<file path="src/rtl/request_queue.sv">
// Time-gated single-entry stage feeding a DEPTH-entry in-order request queue with per-entry age.
// Accept-to-head latency >= 1 cycle; in_ready drops while a request is staged, head holds until out_ready.
module request_queue #(
  parameter int ADDRESS_WIDTH = 33,
  parameter int DEPTH         = 16,
  parameter int LIFE_W        = 8,
  parameter int FAST_FWD      = 1
) (
  input  logic                     CPU_clock,
  input  logic                     rst_n,
  input  logic                     in_valid,
  input  logic [31:0]              in_time,
  input  logic [1:0]               in_op,
  input  logic [ADDRESS_WIDTH-1:0] in_addr,
  output logic                     in_ready,
  output logic                     out_valid,
  output logic [1:0]               out_op,
  output logic [ADDRESS_WIDTH-1:0] out_addr,
  output logic [LIFE_W-1:0]        out_life,
  input  logic                     out_ready,
  output logic [31:0]              cycle_count,
  output logic                     q_full,
  output logic                     q_empty,
  output logic [$clog2(DEPTH):0]   occupancy
);
  localparam int PTR_W = $clog2(DEPTH);
  localparam int OCC_W = PTR_W + 1;
  localparam logic [1:0]        OP_NOP   = 2'd3;
  localparam logic [OCC_W-1:0]  OCC_FULL = OCC_W'(DEPTH);
  localparam logic [LIFE_W-1:0] LIFE_MAX = '1;

  if (DEPTH < 2 || (DEPTH & (DEPTH - 1)) != 0) begin : g_depth_check
    $error("request_queue: DEPTH must be a power of 2 and at least 2");
  end

  typedef struct packed {
    logic [1:0]               op;
    logic [ADDRESS_WIDTH-1:0] addr;
  } req_t;

  typedef enum logic [1:0] {
    IDLE       = 2'd0,
    WAIT_TIME  = 2'd1,
    WAIT_SPACE = 2'd2
  } stage_state_t;

  stage_state_t state, state_nxt;
  req_t         stg_req;
  logic [31:0]  stg_time;

  req_t              ent_req  [DEPTH];
  logic [LIFE_W-1:0] ent_life [DEPTH];
  logic [DEPTH-1:0]  ent_vld;
  logic [PTR_W-1:0]  head, tail;

  logic             stage_load, enq, pop, time_reached;
  logic [31:0]      cc_inc, cc_nxt;
  logic [OCC_W-1:0] occ_nxt;

  assign time_reached = cycle_count >= stg_time;
  assign out_valid    = !q_empty;
  assign pop          = out_valid && out_ready;
  assign out_op       = ent_req[head].op;
  assign out_addr     = ent_req[head].addr;
  assign out_life     = ent_life[head];
  assign cc_inc       = cycle_count + 32'd1;

  always_comb begin
    state_nxt  = state;
    in_ready   = 1'b0;
    stage_load = 1'b0;
    enq        = 1'b0;
    case (state)
      IDLE: begin
        in_ready = 1'b1;
        if (in_valid && in_op != OP_NOP) begin
          stage_load = 1'b1;
          state_nxt  = (in_time <= cycle_count) ? WAIT_SPACE : WAIT_TIME;
        end
      end
      WAIT_TIME: begin
        if (time_reached) begin
          if (!q_full) begin
            enq       = 1'b1;
            state_nxt = IDLE;
          end else begin
            state_nxt = WAIT_SPACE;
          end
        end
      end
      WAIT_SPACE: begin
        // A pop frees the head slot in the same edge, so full+pop still admits the stage.
        if (!q_full || pop) begin
          enq       = 1'b1;
          state_nxt = IDLE;
        end
      end
      default: state_nxt = IDLE;
    endcase
  end

  always_comb begin
    cc_nxt = cc_inc;
    if (FAST_FWD != 0 && q_empty && state == WAIT_TIME && stg_time > cc_inc) begin
      cc_nxt = stg_time;
    end
  end

  always_comb begin
    occ_nxt = occupancy;
    case ({enq, pop})
      2'b10:   occ_nxt = occupancy + OCC_W'(1);
      2'b01:   occ_nxt = occupancy - OCC_W'(1);
      default: occ_nxt = occupancy;
    endcase
  end

  always_ff @(posedge CPU_clock) begin
    if (!rst_n) begin
      state       <= IDLE;
      stg_req     <= '0;
      stg_time    <= '0;
      cycle_count <= '0;
    end else begin
      state       <= state_nxt;
      cycle_count <= cc_nxt;
      if (stage_load) begin
        stg_req  <= '{op: in_op, addr: in_addr};
        stg_time <= in_time;
      end
    end
  end

  always_ff @(posedge CPU_clock) begin
    if (!rst_n) begin
      head      <= '0;
      tail      <= '0;
      occupancy <= '0;
      q_full    <= 1'b0;
      q_empty   <= 1'b1;
      ent_vld   <= '0;
      for (int i = 0; i < DEPTH; i++) begin
        ent_req[i]  <= '0;
        ent_life[i] <= '0;
      end
    end else begin
      occupancy <= occ_nxt;
      q_full    <= occ_nxt == OCC_FULL;
      q_empty   <= occ_nxt == '0;
      if (pop) head <= head + PTR_W'(1);
      if (enq) tail <= tail + PTR_W'(1);
      // Enqueue wins over pop on the same slot (full queue, head == tail).
      for (int i = 0; i < DEPTH; i++) begin
        if (enq && tail == PTR_W'(i)) begin
          ent_req[i]  <= stg_req;
          ent_life[i] <= '0;
          ent_vld[i]  <= 1'b1;
        end else begin
          if (pop && head == PTR_W'(i)) ent_vld[i] <= 1'b0;
          if (ent_vld[i] && ent_life[i] != LIFE_MAX) ent_life[i] <= ent_life[i] + LIFE_W'(1);
        end
      end
    end
  end

endmodule

</file>
<file path="config.mk">
export PLATFORM = sky130hd
export DESIGN_NAME = request_queue
export DESIGN_NICKNAME = d
export VERILOG_FILES = /design/src/rtl/request_queue.sv
export SDC_FILE = /design/constraint.sdc
export NUM_CORES = 1
export LEC_CHECK = 0
export ABC_AREA = 1
export ABC_CLOCK_PERIOD_IN_PS = 4650
export BUFFER_PORTS_ARGS = -buffer_cell sky130_fd_sc_hd__buf_2
export CAP_MARGIN = 10
export CORE_AREA = 4 4 398 400
export CTS_CLUSTER_DIAMETER = 120
export DETAILED_ROUTE_END_ITERATION = 16
export DIE_AREA = 0 0 402 404
export GPL_ROUTABILITY_DRIVEN = 0
export MAX_ROUTING_LAYER = met4
export PLACE_DENSITY = 0.37
export SYNTH_ARGS = -nofsm -noshare
export SYNTH_HDL_FRONTEND = slang
export SYNTH_SLANG_ARGS = --single-unit
</file>
<file path="constraint.sdc">
create_clock -name CPU_clock -period 4.65 [get_ports CPU_clock]
set_input_delay 0.93 -clock CPU_clock [delete_from_list [all_inputs] [get_ports CPU_clock]]
set_output_delay 0.93 -clock CPU_clock [all_outputs]
set_load 0.02 [all_outputs]
</file>
==> results of run 1 <==
[final timing paths]
check        slack, ns         endpoint      startpoint  cells after the start
max               0.62      out_addr[1]       flip-flop                      6
min               0.44      stg_req[16]     stg_req[16]                      2
min reg2reg       0.44      stg_req[16]     stg_req[16]                      2
max reg2reg       0.77  cycle_count[20]  cycle_count[0]                     22
[layout make-up]
type,instances,area (um2)
Antenna cell,1,2.50
Fill cell,16300,109000
Sequential cell,824,23400
Inverter,272,1030
Clock inverter,48,475
Tap cell,2058,2570
Clock buffer,138,2810
Multi-Input combinational cell,2605,14400
Timing Repair Buffer,220,1620
[per-stage QoR]
stage | setup slack, ns | utilization [%]
after CTS | 0.438 | 29.8
after global placement | 0.850 | 27.7
final | 0.623 | 29.8
after global routing | 0.322 | 29.8
after detailed placement | 0.725 | 27.7
after floorplan | 1.19 | -
[worst max-delay path, stage by stage (launching register included)]
cell and delay, ns:
dfxtp_4 0.38, buf_12 0.63, o21ai_0 0.27, o221ai_1 0.27
nand3_1 0.25, nand2_1 0.24, buf_2 0.20
[cells in the final DEF (no fill, tap or decap), drive strengths merged]
cell,count
nor2,929
o21a,6
nand3,144
a21oi,181
xor2,95
o221ai,119
a31oi,14
nor3,33
mux2i,1
diode,1
a21boi,1
a211oi,1
buf,219
dfxtp,136
o21ai,465
inv,275
nor3b,4
clkinv,36
a41oi,1
o22ai,42
xnor2,33
clkbuf,139
clkinvlp,2
nand3b,19
fa,1
a21o,5
ha,128
nand4,16
a31o,1
nand2,315
o211ai,43
nor4,8
edfxtp,688
bufinv,7
[state kept, by name, summed over array words and instances (netlist names), named ones only]
signal       cells
head             4
ent_vld         16
stg_req         35
ent_req        560
q_empty          1
ent_life       128
stg_time        32
q_full           1
cycle_count     32
occupancy        5
tail             4
state            2
[power breakdown]
group | switching, mW | internal (mW)
Sequential | 0.451 | 8.75
Clock | 3.31 | 4.62
Combinational | 4.39 | 1.75
Total | 8.15 | 15.1
[routing by layer]
| metal | up-vias | share of wire [%] |
|---|---|---|
| li1 | 13900 | - |
| met4 | 0 | 2.0 |
| met5 | - | 0 |
| met3 | 161 | 3.9 |
| met2 | 541 | 47 |
| met1 | 14400 | 47 |
[logic make-up after synthesis]
group | count (synthesis) | share of synthesized area (%)
simple gates | 1468 | 16.3
compound gates | 879 | 12.6
flops | 824 | 58.4
buf+inv | 537 | 5.74
fa+ha+maj | 129 | 4.05
xor+xnor | 128 | 2.80
mux | 1 | 0.0250
==> results.txt, run 1 <==
----------------------------------------------------
[Outcome]
  Outcome ... finished clean

[Setup path]
  Startpoint types ... flip-flop
  CP Data Arrival Time ... slightly above 3 ns
  Largest fanout on the critical path ... between 150 and 200
  Critical Setup Path Class ... flip-flop to output pin
  Capturing element type of the critical path ... output pin
  Critical path data required time ... between 3 and 4 ns

[Logic synthesis]
  Distinct cell type count of the synthesized netlist ... 45
  Fraction of synthesis flops using an asynchronous set or reset pin ... 0%
  Syn_nets ... 4,166
  Fraction of the yosys area taken by sequential cells ... between 50% and 60%
  Synthesized area per cell ... between 10 and 15 um2
  Number of enable flip-flop cells after synthesis ... between 600 and 700
  Post-synthesis cell type with the largest combined area ... edfxtp_1
  Synth top area share ... around half
  Prevailing post-synth register cell ... edfxtp_1
  Yosys warning count ... 0
  Area of the mapped netlist ... 40,000 um2
  Leading post-synthesis cells by instance count ... 754 x nor2_1, 688 x edfxtp_1, 462 x o21ai_0
  Synthesis-stage register bit count ... roughly 820
  Post-synthesis cell count ... 3,966
  Largest cells by area after synthesis ... edfxtp_1 52%, nor2_1 7.1%, dfxtp_1 6.8%, o21ai_0 5.8%, ha_1 4.0%
  Most instantiated library cell after synthesis ... nor2_1

[STA]
  Number of max-slew violations in the final report ... 0
  Final-report setup violation count ... 0
  Hold Worst Slack ... 0.443 ns
  Slew Limit Headroom ... a little under a third
  Final critical delay including setup and external delays ... ~4.0 ns
  Final TNS setup ... 0 ns
  Setup repair after global routing missed its margin ... no
  Transition time of the tightest slew-check pin ... between 1 and 1.5 ns
  Worst clock skew ... between 0.02 and 0.025 ns
  Final worst-path cycle share ... between 80 and 90%
  Final count of hold timing violations ... 0
  Max Fclk ... between 200 and 250 MHz

[Final layout]
  Fraction of final layout cells with drive strength greater than 1 ... 14.4%
  Net count reported at finish ... around 4,200
  Count of placed standard cells in the final layout, fillers left out ... 6,166
  Post-route standard cell area excluding fillers ... about 46,000 um2
  Layout overhead on the synthesized area ... 15.7%

[Place]
  Count of port buffers added during placement ... 154
  DP Wirelength ... slightly above 80 mm
  Number of placed cells counting well taps ... about 6,000
  Instance area after placement ... 43,000 um2

[Clock network]
  Count of hold-fix buffers inserted at cts ... 0
  Cts repair resizes ... 0
  H-tree level count ... 3
  CTS tree ... built
  Clock tree root buffer cell ... clkbuf_16
  Maximum clock path buffer count ... 3
  Clock slew at reported path FFs ... 0.06 ns
  Num Clock Sinks ... 824
  Post-CTS setup repair buffer count ... 0
  Num CTS Buffers ... 100
  Clock latency on the worst-skew pair ... between 0.7 and 0.8 ns

[Global route]
  Number of antenna violations at the first check in global routing ... 0
  Wire length of the first global-routing pass ... 201 mm
  GR Layer Usage met2 ... a little over a quarter
  Met1 Usage GRT ... between 20% and 30%
  Grt total ovfl ... 0
  Global Route Usage Sum ... 17.0%
  Met3 Resource Use GR ... roughly 2.1%
  Maximum number of pins on one net before global-route repair ... 180
  Layer with the highest usage after global routing ... met2
  Number of global-route vias before repair ... between 20,000 and 30,000

[Floorplan]
  Ports placed on the boundary ... 155
  Vertical die dimension ... ~400 um
  Core region area ... between 150,000 and 200,000 um2
  Starting density of the core ... around 26%
  Floorplan row count ... between 100 and 150
  Full die area ... roughly 160,000 um2
  Horizontal die dimension ... ~400 um

[Flow run]
  Total of max-cap violations ... 0

[Detailed routing]
  Remaining routing DRC violations ... 0
  Total wire length ... between 100 and 150 mm
  First DRT Iteration DRCs ... between 1,500 and 2,000
  Wire length per cell ... about 22 um
  Number of nets with antenna violations after routing ... 0
  Number of vias in the routed layout ... just under 30,000
  Detailed-router iteration count before antenna repair ... 5
  Avg Vias per Cell ... 4.71

[Power and ir drop]
  Total power draw ... approximately 23 mW
  Pwr Density ... ~500 nW/um2
  Maximum vdd drop ... 0.304 mV
  Static Leakage ... ~17 nW

[Hold path]
  Worst min-delay path category ... flip-flop to flip-flop

----------------------------------------------------
(Power assumes the default switching activity.)
==> run 2, diff against run 1 <==
--- a/config.mk
+++ b/config.mk
@@ -5,14 +5,13 @@
 export SDC_FILE = /design/constraint.sdc
 export NUM_CORES = 1
 export LEC_CHECK = 0
-export ABC_AREA = 1
 export ABC_CLOCK_PERIOD_IN_PS = 4650
 export BUFFER_PORTS_ARGS = -buffer_cell sky130_fd_sc_hd__buf_2
 export CAP_MARGIN = 10
-export CORE_AREA = 4 4 398 400
+export CORE_AREA = 4 4 392 394
 export CTS_CLUSTER_DIAMETER = 120
 export DETAILED_ROUTE_END_ITERATION = 16
-export DIE_AREA = 0 0 402 404
+export DIE_AREA = 0 0 396 398
 export GPL_ROUTABILITY_DRIVEN = 0
 export MAX_ROUTING_LAYER = met4
 export PLACE_DENSITY = 0.37
==> results.txt, run 2 <==
----------------------------------------------------
[Outcome]
  Outcome ... finished clean (unchanged)

[Final layout]
  Regs by FF count ... ent_req (560), ent_life (128), stg_req (35) (unchanged)
  Commonest non-fill, non-tap cells in the layout ... 688 x edfxtp_1, 514 x nor2_1, 254 x nand2_1 (was 754 x nor2_1, 688 x edfxtp_1, 462 x o21ai_0)
  Layout overhead on the synthesized area ... 16.8% (was 15.7%)
  Area of the multi-input gates ... 14,300 um2 (was 14,400 um2)
  Leading cell type in the layout, fill and taps excluded ... edfxtp_1 (was nor2_1)
  Net count reported at finish ... 3,309 (was 4,223)
  Fraction of final layout cells with drive strength greater than 1 ... 19.7% (was 14.4%)
  Count of placed standard cells in the final layout, fillers left out ... 5,208 (was 6,166)
  Largest reg by FF count ... ent_req (unchanged)
  Max FFs per register ... 560 (unchanged)
  Sequential cell area ... 23,400 um2 (unchanged)
  Number of fillers in the final layout ... 15,100 (was 16,300)

[Power and ir drop]
  Fraction of power spent switching nets ... 29.5% (was 35.0%)
  Cell-internal power ... 13.8 mW (was 15.1 mW)
  Maximum vdd drop ... 0.267 mV (was 0.304 mV)
  Static Leakage ... 15.6 nW (was 16.8 nW)
  Clock share of power ... 37.6% (was 34.1%)
  Gate power share ... 17.7% (was 26.4%)
  Portion of total power attributed to sequential cells ... 44.7% (was 39.6%)
  Net Sw Power ... 5.77 mW (was 8.15 mW)
  Pwr Density ... 431 nW/um2 (was 502 nW/um2)

[Clock network]
  Count of hold-fix buffers inserted at cts ... 0 (unchanged)
  Clock latency on the worst-skew pair ... 0.72 ns (was 0.71 ns)
  Post-CTS setup repair buffer count ... 0 (unchanged)
  CTS tree ... built (unchanged)
  H-tree level count ... 3 (unchanged)
  Clock tree root buffer cell ... clkbuf_16 (unchanged)
  Maximum clock path buffer count ... 3 (unchanged)
  Cts repair resizes ... 0 (unchanged)
  Num Clock Sinks ... 824 (unchanged)
  Clock slew at reported path FFs ... 0.06 ns (about the same)
  Num CTS Buffers ... 97 (was 100)

[Setup path]
  FF-to-FF path depth ... 15 (was 22)
  Worst reg-to-reg setup slack ... 0.30 ns (was 0.77 ns)
  Origin of the critical flop-to-flop path ... cycle_count[0] (unchanged)
  Capturing element type of the critical path ... flip-flop (was output pin)
  Largest fanout on the critical path ... 16 (was 179)
  CP max stage delay ... 0.50 ns (was 0.63 ns)
  Slowest CP cell ... or4_1 (was buf_12)
  Critical Setup Path Class ... flip-flop to flip-flop (was flip-flop to output pin)
  Worst R2R End ... cycle_count[28] (was cycle_count[20])
  Critical path data required time ... 5.22 ns (was 3.72 ns)
  Startpoint types ... flip-flop (unchanged)
  Cell chain of the critical path ... ha_1, nand4_1, or3_1, or2_2, nor3_1, xnor2_1, ha_1, nand4_1, nor2_1, nand3_1, or4_1, nand3_2, buf_4, o21ai_0, o311a_1 (was buf_12, o21ai_0, o221ai_1, nand3_1, nand2_1, buf_2)
  CP Data Arrival Time ... 4.92 ns (was 3.10 ns)

[STA]
  Number of max-slew violations in the final report ... 0 (unchanged)
  Setup repair after global routing missed its margin ... no (unchanged)
  Max Fclk ... 230 MHz (was 248 MHz)
  Final critical delay including setup and external delays ... 4.35 ns (was 4.03 ns)
  Final-report setup violation count ... 0 (unchanged)
  Transition time of the tightest slew-check pin ... 0.877 ns (was 1.05 ns)
  Final worst-path cycle share ... 93.6% (was 86.6%)
  Final count of hold timing violations ... 0 (unchanged)
  Hold Worst Slack ... 0.457 ns (was 0.443 ns)
  Slew Limit Headroom ... 41.5% (was 30.0%)
  Worst clock skew ... 0.0445 ns (was 0.0244 ns)
  Final TNS setup ... 0 ns (unchanged)

[Global route]
  Number of antenna violations at the first check in global routing ... 2 (was 0)
  Number of global-route vias before repair ... 26,200 (was 29,400)
  Maximum number of pins on one net before global-route repair ... 69 (was 180)
  Global Route Usage Sum ... 16.2% (was 17.0%)
  Grt total ovfl ... 0 (unchanged)
  Wire length of the first global-routing pass ... 182 mm (was 201 mm)

[Logic synthesis]
  Syn_nets ... 3,175 (was 4,166)
  Distinct cell type count of the synthesized netlist ... 68 (was 45)
  Prevailing post-synth register cell ... edfxtp_1 (unchanged)
  Post-synthesis cell count ... 2,975 (was 3,966)
  Fraction of the yosys area taken by sequential cells ... 60.2% (was 58.4%)
  Area of the mapped netlist ... 38,900 um2 (was 40,000 um2)
  Post-synthesis cell type with the largest combined area ... edfxtp_1 (unchanged)
  Yosys warning count ... 0 (unchanged)
  Fraction of synthesis flops using an asynchronous set or reset pin ... 0% (unchanged)
  Leading post-synthesis cells by instance count ... 688 x edfxtp_1, 515 x nor2_1, 267 x nand2_1 (was 754 x nor2_1, 688 x edfxtp_1, 462 x o21ai_0)
  Most instantiated library cell after synthesis ... edfxtp_1 (was nor2_1)
  Synth top area share ... 53.2% (was 51.6%)
  Synthesis-stage register bit count ... 824 (unchanged)
  Largest cells by area after synthesis ... edfxtp_1 53%, mux4_2 12%, dfxtp_1 7.0%, nor2_1 5.0%, ha_1 4.1% (was edfxtp_1 52%, nor2_1 7.1%, dfxtp_1 6.8%, o21ai_0 5.8%, ha_1 4.0%)
  Number of enable flip-flop cells after synthesis ... 688 (unchanged)
  Synthesized area per cell ... 13.1 um2 (was 10.1 um2)

[Floorplan]
  Ports placed on the boundary ... 155 (unchanged)
  Floorplan row count ... 142 (was 145)
  Full die area ... 158,000 um2 (was 162,000 um2)
  Starting density of the core ... 25.9% (was 25.8%)
  Vertical die dimension ... 398 um (was 404 um)
  Core region area ... 150,000 um2 (was 155,000 um2)
  Horizontal die dimension ... 396 um (was 402 um)

[Detailed routing]
  Avg Vias per Cell ... 4.78 (was 4.71)
  Detailed-router iteration count before antenna repair ... 5 (unchanged)
  First DRT Iteration DRCs ... 1,849 (was 1,745)
  Total wire length ... 125 mm (was 135 mm)
  Number of vias in the routed layout ... 24,900 (was 29,000)
  Remaining routing DRC violations ... 0 (unchanged)
  Wire length per cell ... 23.9 um (was 22.0 um)
  Number of nets with antenna violations after routing ... 0 (unchanged)

[Hold path]
  Min-Delay Endpoint ... stg_req[25] (was stg_req[16])
  Worst min-delay path category ... flip-flop to flip-flop (unchanged)
  Worst hold stages ... 2 (unchanged)
  Worst hold path startpoint ... stg_req[25] (was stg_req[16])

[Place]
  Count of port buffers added during placement ... 154 (unchanged)
  DP Wirelength ... 78.6 mm (was 81.1 mm)
  Number of placed cells counting well taps ... 5,025 (was 5,978)

[Flow run]
  Total of max-cap violations ... 0 (unchanged)

----------------------------------------------------
==> run 2: cell types whose count changed after synthesis, moves of 119 or more <==
cell	previous run	this run
mux4_2	0	215
nor2_2	165	0
inv_1	268	129
o221ai_1	119	0
nor2_1	754	515
o21ai_0	462	71
==> run 2: cell type report <==
class                           count  share of cell area, %
Clock buffer                      132                   5.87
Inverter                          131                   1.09
Antenna cell                        1                0.00552
Timing Repair Buffer              221                   3.53
Clock inverter                     49                  0.838
Tap cell                         2016                   5.56
Multi-Input combinational cell   1834                   31.5
Sequential cell                   824                   51.6
==> run 2: critical path: cells and delay by family, from the launching register on <==
kind                     cells  cell delay [ns]
AO/OA/AOI/OAI                2             0.24
XOR/XNOR                     1             0.13
adder cells (fa/ha/maj)      2             0.60
buffers and inverters        1             0.27
flip-flops                   1             0.45
AND/OR/NAND/NOR              9             2.54
==> run 2: worst max path at each step <==
stage	cells after the start	startpoint	slack, ns	to
after global placement	15	cycle_count[0]	0.44	cycle_count[27]
after detailed placement	15	cycle_count[0]	0.35	cycle_count[28]
after global routing	15	cycle_count[0]	0.04	cycle_count[25]
after CTS	15	cycle_count[0]	0.32	cycle_count[28]
after floorplan	14	cycle_count[0]	0.66	cycle_count[24]
final	15	cycle_count[0]	0.30	cycle_count[28]
==> run 2: stage by stage <==
stage	instance area [um2]	power, mW	worst slack [ns]	util (%)
final	45400	19.6	0.296	30.3
after global routing	45400	20.5	0.0385	30.3
after CTS	45400	19.9	0.319	30.3
after detailed placement	42300	12.4	0.351	28.3
after global placement	42300	12.4	0.439	28.3
after floorplan	38900	11.0	0.655	-
==> run 2: kinds of logic after synthesis <==
logic type / Yosys count / share of synthesized area (%)
xor+xnor: 133 / 3.00
fa+ha+maj: 129 / 4.17
flops: 824 / 60.2
compound gates: 306 / 5.14
simple gates: 1050 / 11.7
buf+inv: 317 / 3.29
mux: 216 / 12.5
==> run 2: layer usage <==
metal  track usage (%)  up-vias  wire (um)
met2              26.0      640      59100
met3              2.98      170       6100
li1                  -    11200          -
met1              21.3    12800      56500
met4              3.91        0       2910
met5                 -        -          0
==> run 2: power by group through the flow <==
stage	registers [mW]	logic, mW	clock network, mW
2_1_floorplan	8.85	2.13	0
6_report	8.75	3.46	7.35
4_1_cts	8.76	3.52	7.59
3_5_place_dp	8.91	3.51	0
3_3_place_gp	8.89	3.48	0
5_1_grt	8.80	3.79	7.89
==> run 3, diff against run 2 <==
--- a/config.mk
+++ b/config.mk
@@ -15,6 +15,7 @@
 export GPL_ROUTABILITY_DRIVEN = 0
 export MAX_ROUTING_LAYER = met4
 export PLACE_DENSITY = 0.37
+export RECOVER_POWER = 100
 export SYNTH_ARGS = -nofsm -noshare
 export SYNTH_HDL_FRONTEND = slang
 export SYNTH_SLANG_ARGS = --single-unit
==> results.txt, run 3 (synthesis gave the netlist of run 2 again) <==
----------------------------------------------------
[Outcome]
  Outcome ... finished, violations left (was finished clean)
  Violations in the final reports ... max-capacitance violations, max-slew violations

[Floorplan]
  Vertical die dimension ... 398 um (unchanged)
  Floorplan row count ... 142 (unchanged)
  Ports placed on the boundary ... 155 (unchanged)
  Core region area ... 150,000 um2 (unchanged)
  Full die area ... 158,000 um2 (unchanged)
  Horizontal die dimension ... 396 um (unchanged)
  Starting density of the core ... 25.9% (unchanged)

[Detailed routing]
  First DRT Iteration DRCs ... 1,852 (was 1,849)
  Detailed-router iteration count before antenna repair ... 5 (unchanged)
  Remaining routing DRC violations ... 0 (unchanged)
  Wire length per cell ... 23.9 um (about the same)
  Number of vias in the routed layout ... 24,900 (about the same)
  Number of nets with antenna violations after routing ... 0 (unchanged)
  Total wire length ... 125 mm (about the same)
  Avg Vias per Cell ... 4.78 (about the same)

[STA]
  Final count of hold timing violations ... 0 (unchanged)
  Final critical delay including setup and external delays ... 4.41 ns (was 4.35 ns)
  Hold Worst Slack ... 0.457 ns (about the same)
  Transition time of the tightest slew-check pin ... 2.00 ns (was 0.877 ns)
  Worst clock skew ... 0.0457 ns (was 0.0445 ns)
  Final-report setup violation count ... 0 (unchanged)
  Number of max-slew violations in the final report ... 237 (was 0)
  Final worst-path cycle share ... 94.9% (was 93.6%)
  Setup repair after global routing missed its margin ... no (unchanged)
  Final TNS setup ... 0 ns (unchanged)
  Slew Limit Headroom ... -33.6% (was 41.5%)
  Max Fclk ... 227 MHz (was 230 MHz)

[Global route]
  Grt total ovfl ... 0 (unchanged)
  Number of global-route vias before repair ... 26,200 (unchanged)
  Wire length of the first global-routing pass ... 182 mm (unchanged)
  Number of antenna violations at the first check in global routing ... 2 (unchanged)
  Met1 Usage GRT ... 21.3% (unchanged)
  Met3 Resource Use GR ... 2.98% (unchanged)
  GR Layer Usage met2 ... 26.0% (unchanged)
  Layer with the highest usage after global routing ... met2 (unchanged)
  Global Route Usage Sum ... 16.2% (unchanged)
  Maximum number of pins on one net before global-route repair ... 69 (unchanged)

[Flow run]
  Total of max-cap violations ... 6 (was 0)

[Final layout]
  Largest reg by FF count ... ent_req (unchanged)
  Regs by FF count ... ent_req (560), ent_life (128), stg_req (35) (unchanged)
  Count of placed standard cells in the final layout, fillers left out ... 5,208 (unchanged)
  Leading cell type in the layout, fill and taps excluded ... edfxtp_1 (unchanged)
  Net count reported at finish ... 3,309 (unchanged)
  Finished Core Util ... 30.0% (was 30.3%)
  Max FFs per register ... 560 (unchanged)
  Layout overhead on the synthesized area ... 15.7% (was 16.8%)
  Fraction of final layout cells with drive strength greater than 1 ... 17.1% (was 19.7%)
  Commonest non-fill, non-tap cells in the layout ... 688 x edfxtp_1, 514 x nor2_1, 261 x nand2_1 (was 688 x edfxtp_1, 514 x nor2_1, 254 x nand2_1)

[Clock network]
  Clock tree root buffer cell ... clkbuf_16 (unchanged)
  Num CTS Buffers ... 97 (unchanged)
  Cts repair resizes ... 0 (unchanged)
  Post-CTS setup repair buffer count ... 0 (unchanged)
  CTS tree ... built (unchanged)
  Num Clock Sinks ... 824 (unchanged)
  Clock latency on the worst-skew pair ... 0.72 ns (about the same)
  Maximum clock path buffer count ... 3 (unchanged)
  Clock slew at reported path FFs ... 0.06 ns (about the same)
  H-tree level count ... 3 (unchanged)
  Count of hold-fix buffers inserted at cts ... 0 (unchanged)

[Power and ir drop]
  Pwr Density ... 433 nW/um2 (was 431 nW/um2)
  Total power draw ... 19.4 mW (was 19.6 mW)
  Static Leakage ... 15.3 nW (was 15.6 nW)
  Maximum vdd drop ... 0.265 mV (was 0.267 mV)

[Place]
  DP Wirelength ... 78.6 mm (unchanged)
  Number of placed cells counting well taps ... 5,025 (unchanged)
  Count of port buffers added during placement ... 154 (unchanged)

[Setup path]
  CP Data Arrival Time ... 4.74 ns (was 4.92 ns)
  CP max stage delay ... 0.53 ns (was 0.50 ns)
  Largest fanout on the critical path ... 32 (was 16)
  Delay-heaviest family, CP ... simple AND/OR/NAND/NOR gates (unchanged)
  Cell chain of the critical path ... inv_1, ha_1, nand4_1, nor3_1, or3b_1, o211ai_4, buf_4, nand3_1, nand2_1, buf_6 (was ha_1, nand4_1, or3_1, or2_2, nor3_1, xnor2_1, ha_1, nand4_1, nor2_1, nand3_1, or4_1, nand3_2, buf_4, o21ai_0, o311a_1)
  Number of buffer and inverter stages on the critical path ... 3 (was 1)
  Critical path data required time ... 4.97 ns (was 5.22 ns)
  Critical Setup Path Class ... flip-flop to flip-flop (unchanged)
  Capturing element type of the critical path ... flip-flop (unchanged)
  Slowest CP cell ... buf_6 (was or4_1)
  Startpoint types ... flip-flop (unchanged)

[Hold path]
  Worst min-delay path category ... flip-flop to flip-flop (unchanged)

----------------------------------------------------
run 3: cell types whose count changed in the layout (fill, tap and decap cells not counted), sizes merged:
cell | before | now
buf | 221 | 111
clkbuf | 132 | 242
run 3: path summary, 6_finish.rpt:
| check | startpoint | endpoint | slack [ns] | depth (start not counted) |
|---|---|---|---|---|
| min | stg_req[31] | stg_req[31] | 0.46 | 2 |
| min reg2reg | stg_req[31] | stg_req[31] | 0.46 | 2 |
| max reg2reg | stg_time[30] | ent_req[9][0] | 0.24 | 10 |
| max | stg_time[30] | ent_req[9][0] | 0.24 | 10 |
run 3: stage by stage:
step / setup slack (ns) / instance area (um2)
final: 0.235 / 45000
after detailed placement: 0.351 / 42300
after floorplan: 0.655 / 38900
after global placement: 0.439 / 42300
after global routing: 0.0233 / 45000
after CTS: 0.319 / 45400
run 3: final cells by class:
cell class / instances / area, um2
inverters: 131 / 492
fillers: 15100 / 105000
repair buffers: 221 / 1330
flip-flops and latches: 824 / 23400
clock buffers: 132 / 2660
diodes: 1 / 2.50
multi-input cells: 1834 / 14200
clock inverters: 49 / 380
well taps: 2016 / 2520
run 3: power breakdown:
part	switching (mW)	leakage (nW)	internal, mW
sequential	0.330	8.21	8.43
clock	3.21	1.47	4.14
combinational	2.19	5.62	1.16
run 3: worst reg2reg max path, delay by kind of cell (launching register included):
| kind | cells | cell delay (ns) |
|---|---|---|
| adder cells (fa/ha/maj) | 1 | 0.32 |
| AO/OA/AOI/OAI | 1 | 0.20 |
| AND/OR/NAND/NOR | 5 | 2.10 |
| buffers and inverters | 3 | 0.97 |
| flip-flops | 1 | 0.43 |
run 3: routing by layer:
layer,up-vias,part of all wire [%]
li1,11200,-
met1,12900,45
met2,596,48
met3,166,4.8
met4,0,2.2
met5,-,0
